### src/rtl/osd_pkg.sv
// Shared types and constants for the OSD character-RAM write scheduler.
package osd_pkg;

    localparam int CHAR_RAM_WORDS = 32;
    localparam int CHAR_ADDR_W    = 5;

    typedef enum logic [1:0] {
        IDLE,
        FETCH,
        WAIT,
        HOLD
    } scan_state_e;

    typedef enum logic {
        GNT_CPU,
        GNT_SCAN
    } gnt_src_e;

endpackage

### src/rtl/osd_rr_arb2.sv
// Two-input round-robin arbiter: req[0]/gnt[0] is the CPU, req[1]/gnt[1] the scanner.
module osd_rr_arb2
    import osd_pkg::*;
(
    input  logic       clk,
    input  logic       reset,
    input  logic [1:0] req,
    output logic [1:0] gnt,
    output gnt_src_e   last_grant
);

    gnt_src_e last_q;

    always_comb begin
        gnt = '0;
        if (req == 2'b11) begin
            gnt = (last_q == GNT_SCAN) ? 2'b01 : 2'b10;
        end else begin
            gnt = req;
        end
    end

    // Starting as "scanner granted last" lets the CPU win the first contest.
    always_ff @(posedge clk) begin
        if (reset) begin
            last_q <= GNT_SCAN;
        end else if (gnt[0]) begin
            last_q <= GNT_CPU;
        end else if (gnt[1]) begin
            last_q <= GNT_SCAN;
        end
    end

    assign last_grant = last_q;

endmodule

### src/rtl/osd_ram_sched.sv
// Shares the OSD character-RAM write port between the CPU and the per-frame debug scanner.
// Optional feature macro: OSD_SCHED_FREEZE_EN (freeze halts scanning at a slot boundary).
module osd_ram_sched
    import osd_pkg::*;
#(
    parameter int NUM_SLOTS = 32,
    parameter int BASE_SLOT = 0
) (
    input  logic                   clk,
    input  logic                   reset,
    input  logic                   frame_start,
    input  logic                   freeze,
    input  logic                   cpu_valid,
    output logic                   cpu_ready,
    input  logic [CHAR_ADDR_W-1:0] cpu_addr,
    input  logic [31:0]            cpu_data,
    input  logic [3:0]             cpu_byteena,
    output logic [CHAR_ADDR_W-1:0] reg_rd_addr,
    input  logic [31:0]            reg_rd_data,
    output logic [CHAR_ADDR_W-1:0] char_wr_addr,
    output logic [31:0]            char_in,
    output logic [3:0]             char_byteena,
    output logic                   char_wren,
    output logic                   scan_busy,
    output logic                   scan_done
);

    localparam logic [CHAR_ADDR_W-1:0] LAST_IDX  = CHAR_ADDR_W'(NUM_SLOTS - 1);
    localparam logic [CHAR_ADDR_W-1:0] BASE_ADDR = CHAR_ADDR_W'(BASE_SLOT);

    scan_state_e            state_q, state_d;
    logic [CHAR_ADDR_W-1:0] idx_q, idx_d;
    logic                   pending_q, pending_d;
    logic                   done_d;
    logic [31:0]            hold_q;
    logic                   scan_req;
    logic [1:0]             req;
    logic [1:0]             gnt;
    gnt_src_e               last_grant;
    logic                   run_block;

`ifdef OSD_SCHED_FREEZE_EN
    assign run_block = freeze;
`else
    logic freeze_unused;
    assign freeze_unused = freeze;
    assign run_block     = 1'b0;
`endif

    assign scan_req    = (state_q == HOLD);
    assign scan_busy   = (state_q != IDLE);
    assign reg_rd_addr = idx_q;
    assign req         = {scan_req, cpu_valid & ~reset};
    assign cpu_ready   = ~reset & (~scan_req | (last_grant == GNT_SCAN));

    osd_rr_arb2 u_arb (
        .clk        (clk),
        .reset      (reset),
        .req        (req),
        .gnt        (gnt),
        .last_grant (last_grant)
    );

    always_comb begin
        state_d   = state_q;
        idx_d     = idx_q;
        pending_d = pending_q;
        done_d    = 1'b0;

        // A start request during any non-idle cycle (including the final grant) is remembered once.
        if (frame_start && (state_q != IDLE)) begin
            pending_d = 1'b1;
        end

        case (state_q)
            IDLE: begin
                if (!run_block && (frame_start || pending_q)) begin
                    state_d   = FETCH;
                    pending_d = 1'b0;
                end
            end
            FETCH: state_d = WAIT;
            WAIT:  state_d = HOLD;
            HOLD: begin
                if (gnt[1]) begin
                    if (run_block) begin
                        state_d = IDLE;
                        idx_d   = '0;
                    end else if (idx_q == LAST_IDX) begin
                        state_d = IDLE;
                        idx_d   = '0;
                        done_d  = 1'b1;
                    end else begin
                        state_d = FETCH;
                        idx_d   = idx_q + CHAR_ADDR_W'(1);
                    end
                end
            end
            default: state_d = IDLE;
        endcase

        if (run_block) begin
            pending_d = 1'b0;
        end
    end

    always_ff @(posedge clk) begin
        if (reset) begin
            state_q   <= IDLE;
            idx_q     <= '0;
            pending_q <= 1'b0;
            scan_done <= 1'b0;
            hold_q    <= '0;
        end else begin
            state_q   <= state_d;
            idx_q     <= idx_d;
            pending_q <= pending_d;
            scan_done <= done_d;
            if (state_q == WAIT) begin
                hold_q <= reg_rd_data;
            end
        end
    end

    // Address/data/byteena hold their last values when nothing is granted.
    always_ff @(posedge clk) begin
        if (reset) begin
            char_wren    <= 1'b0;
            char_wr_addr <= '0;
            char_in      <= '0;
            char_byteena <= '0;
        end else begin
            char_wren <= |gnt;
            if (gnt[0]) begin
                char_wr_addr <= cpu_addr;
                char_in      <= cpu_data;
                char_byteena <= cpu_byteena;
            end else if (gnt[1]) begin
                char_wr_addr <= BASE_ADDR + idx_q;
                char_in      <= hold_q;
                char_byteena <= '1;
            end
        end
    end

endmodule

### config.mk
export PLATFORM = sky130hd
export DESIGN_NAME = osd_ram_sched
export DESIGN_NICKNAME = d
export VERILOG_FILES = /design/src/rtl/osd_pkg.sv /design/src/rtl/osd_rr_arb2.sv /design/src/rtl/osd_ram_sched.sv
export SDC_FILE = /design/constraint.sdc
export NUM_CORES = 1
export LEC_CHECK = 0
export CAP_MARGIN = 10
export CORE_MARGIN = 1.5
export CORE_UTILIZATION = 44
export DETAILED_ROUTE_END_ITERATION = 12
export PLACE_DENSITY = 0.87
export SKIP_CTS_REPAIR_TIMING = 1
export SKIP_LAST_GASP = 1
export SLEW_MARGIN = 0
export SYNTH_ARGS = -nofsm -noshare
export SYNTH_HDL_FRONTEND = slang
export SYNTH_SLANG_ARGS = --single-unit
### constraint.sdc
create_clock -name clk -period 1.96 [get_ports clk]
set_input_delay 0.588 -clock clk [delete_from_list [all_inputs] [get_ports clk]]
set_output_delay 0.588 -clock clk [all_outputs]
set_load 0.01 [all_outputs]
==> results.tsv <==
stage	metric	value	unit
die	io_pins	128	
die	start_util	45.3	%
flow_run	cap_violations	0	
logic_synthesis	syn_avg_cell_area	11.0	sq um
logic_synthesis	yosys_warnings	0	
finish	regArea	1690	sq um
cts	numClockSinks	84	
status	status	finished clean	
die	num_rows	32	
logic_synthesis	synth_top_family_by_area	compound AO/OA/AOI/OAI gates	
logic_synthesis	syn_inst	318	
critical_path	cp-end-kind	primary output	
finish	nets	528	
critical_path	critPathArrivalTime	1.33	ns
route	wl_per_cell	17.4	um
power_and_ir_drop	total_power	4790	uW
critical_path	worst-setup-path-type	flip-flop to primary output	
timing	drv_slew	0	
die	core	7730	sq um
route	viasPerCell	5.74	
logic_synthesis	synth.distinct_cells	33	
critical_path	start_kind	flip-flop	
global_route	grt_usage	23.2	%
logic_synthesis	synth_seq_cells	84	
finish	drive_gt1_share	12.2	%
global_route	grt-ovfl-total	0	
place	placed_area	4970	sq um
hold_path	hold_path_class	primary input to flip-flop	
timing	maxSlewHeadroom	59.6	%
route	antenna_left	0	
cts	cts_tree	built	
critical_path	crit_path_cell_trace	ha_2, and2b_1, nor2_1, clkbuf_2	
global_route	grt_pass1_vias	3281	
global_route	grt_max_degree	52	
die	die_w	92.2	um
timing	post-route-period-util	98.0	%
logic_synthesis	synth_xor_area_share	0	%
global_route	antenna_found_initial	0	
timing	finalHoldViolCount	0	
logic_synthesis	syn_nets	401	
route	dr.pass1.iters	4	
timing	fmax	521	MHz
die	fp.dieArea	8500	sq um
power_and_ir_drop	pwr_density_cell	925	nW/um^2
cts	clk_latency	0.34	ns
power_and_ir_drop	irDropWorstVdd	0.524	mV
logic_synthesis	ys_seq_area_share	48.1	%
critical_path	cpPeakStageDelay	0.33	ns
route	vias	3171	
route	drt_iter0_markers	146	
cts	clock_path_buffers	2	
finish	antennaDiodeCount	0	
finish	fill_cells	599	
cts	cts_made_buffers	9	
place	gp_congestion	0.761	
cts	clockRootBuffer	clkbuf_8	
global_route	grt_pass1_wl	15.8	mm
timing	skew	0.00898	ns
timing	rsz0062_at_grt	yes	
place	dpl.hpwl	6.59	mm
finish	multiInputGateArea	1620	sq um
logic_synthesis	synthAdderAreaFrac	1.79	%
place	io_buffers	126	
place	place_inst	536	
timing	setup_violations	0	
cts	clk_pin_slew	0.08	ns
critical_path	worstPathRequired	1.37	ns
route	drc	0	
critical_path	path_max_fanout	2	
critical_path	cp_slowest_cell	dfxtp_2	
cts	htreeDepth	3	
logic_synthesis	synth_compound_area_share	25.7	%
logic_synthesis	netlist_area	3500	sq um
power_and_ir_drop	p_leak	0.00203	uW
route	finalWirelength	9.58	mm
finish	fin_cells	552	
finish	stdcell_area	5170	sq um
timing	worst_pin_slew	0.605	ns
logic_synthesis	synth-simple-area-share	9.05	%
die	die_h	92.2	um
logic_synthesis	synth.mux.area_fraction	9.44	%
finish	area_delta_synth_final	47.9	%
timing	fin_crit	1.92	ns
[critical path: cells and delay by family, from the launching register on]
kind	cells	cell delay, ns
and+or+nand+nor	2	0.31
buffers and inverters	1	0.16
DFF	1	0.33
adders and majority gates	1	0.19
[synth_stat cells]
master    instances  area [sq um]
nand2_1           4          15.0
clkbuf_1         17          63.8
nor3_1           14          70.1
a221oi_2          1          15.0
nor3_2            1          10.0
nand3b_1          1          7.51
clkinv_1          1          3.75
or4_1             1          7.51
nor3b_1           2          15.0
a32o_1            2          20.0
a21oi_1           4          20.0
and3b_1           1          8.76
and4_1            1          8.76
clkbuf_2          1          5.00
ha_1              5          62.6
o221a_2           1          11.3
inv_1             5          18.8
nand3_1           2          10.0
nor2_1           34           128
buf_2            13          65.1
and3_1            2          12.5
o211ai_1          2          15.0
a22o_2            1          10.0
o2111a_1         37           417
o21ai_0           4          20.0
inv_2             1          3.75
buf_6             2          22.5
dfxtp_1          84          1680
clkbuf_8          2          27.5
mux2i_1          33           330
nor3_4            1          16.3
a221o_1          37           370
and2b_1           1          7.51
[through the flow]
stage / util (%) / hold slack, ns / setup TNS (ns) / setup slack (ns)
final: 67.0 / 0.482 / 0 / 0.0399
after detailed placement: 64.4 / 0.469 / -1.51 / -0.101
after global routing: 67.0 / 0.476 / -0.0364 / -0.0364
after global placement: 64.4 / 0.467 / -0.495 / -0.0571
after floorplan: - / 0.461 / 0 / 0.305
after CTS: 67.0 / 0.464 / -0.718 / -0.366
[layer usage]
metal	up-vias	wire length, um	global-route usage (%)
li1	1496	-	-
met1	1542	4080	27.3
met2	120	4820	41.0
met3	13	559	5.80
met4	0	128	7.44
met5	-	0	0
[state kept, by name (all words and copies together), names as in the netlist]
name / count
pending_q: 1
char_wren: 1
scan_done: 1
reg_rd_addr: 5
char_in: 32
state_q: 2
char_wr_addr: 5
hold_q: 32
char_byteena: 4
u_arb.last_grant: 1
[cell families (layout without fill, tap and decap cells)]
group                    after synthesis  count (layout)
flip-flops                            84              84
AND/OR/NAND/NOR                       65              65
multiplexers                          33              33
adder cells (fa/ha/maj)                5               5
buffers and inverters                 42             174
AO/OA/AOI/OAI                         89              89
[power by group]
group	switching (uW)	internal, uW
sequential	124	1940
clock	588	655
combinational	701	782
[layout by cell type, fill, tap and decap left out, types with 2 or more instances in the layout]
| master | Yosys | final |
|---|---|---|
| a21oi_1 | 4 | 4 |
| ha_1 | 5 | 3 |
| a221o_1 | 37 | 37 |
| nand3_1 | 2 | 2 |
| o211ai_1 | 2 | 2 |
| ha_2 | 0 | 2 |
| clkinv_2 | 0 | 2 |
| dfxtp_1 | 84 | 80 |
| clkbuf_8 | 2 | 11 |
| clkdlybuf4s50_1 | 0 | 123 |
| nor3b_1 | 2 | 2 |
| a32o_1 | 2 | 2 |
| and3_1 | 2 | 2 |
| nand2_1 | 4 | 4 |
| buf_4 | 0 | 18 |
| inv_1 | 5 | 5 |
| dfxtp_2 | 0 | 4 |
| nor2_1 | 34 | 34 |
| buf_12 | 0 | 6 |
| nor3_1 | 14 | 14 |
| o2111a_1 | 37 | 37 |
| o21ai_0 | 4 | 4 |
| nor3_4 | 1 | 2 |
| mux2i_1 | 33 | 33 |
| clkbuf_2 | 1 | 2 |
[area by class of cell]
class / instances / share of cell area [%]
clock buffers: 12 / 3.00
clock inverters: 4 / 0.919
inverters: 7 / 0.508
multi-input cells: 192 / 31.3
flip-flops and latches: 84 / 32.6
well taps: 102 / 2.47
repair buffers: 151 / 29.2
[final timing paths]
kind | from | slack [ns] | depth (start not counted) | to
worst max-delay path | state_q[0] | 0.04 | 4 | cpu_ready
worst min-delay path | reset | 0.48 | 3 | u_arb.last_grant
worst max register to register | state_q[0] | 0.21 | 5 | reg_rd_addr[0]
worst min register to register | char_in[15] | 0.49 | 1 | char_in[15]
Power figures use the tool's default switching activity.
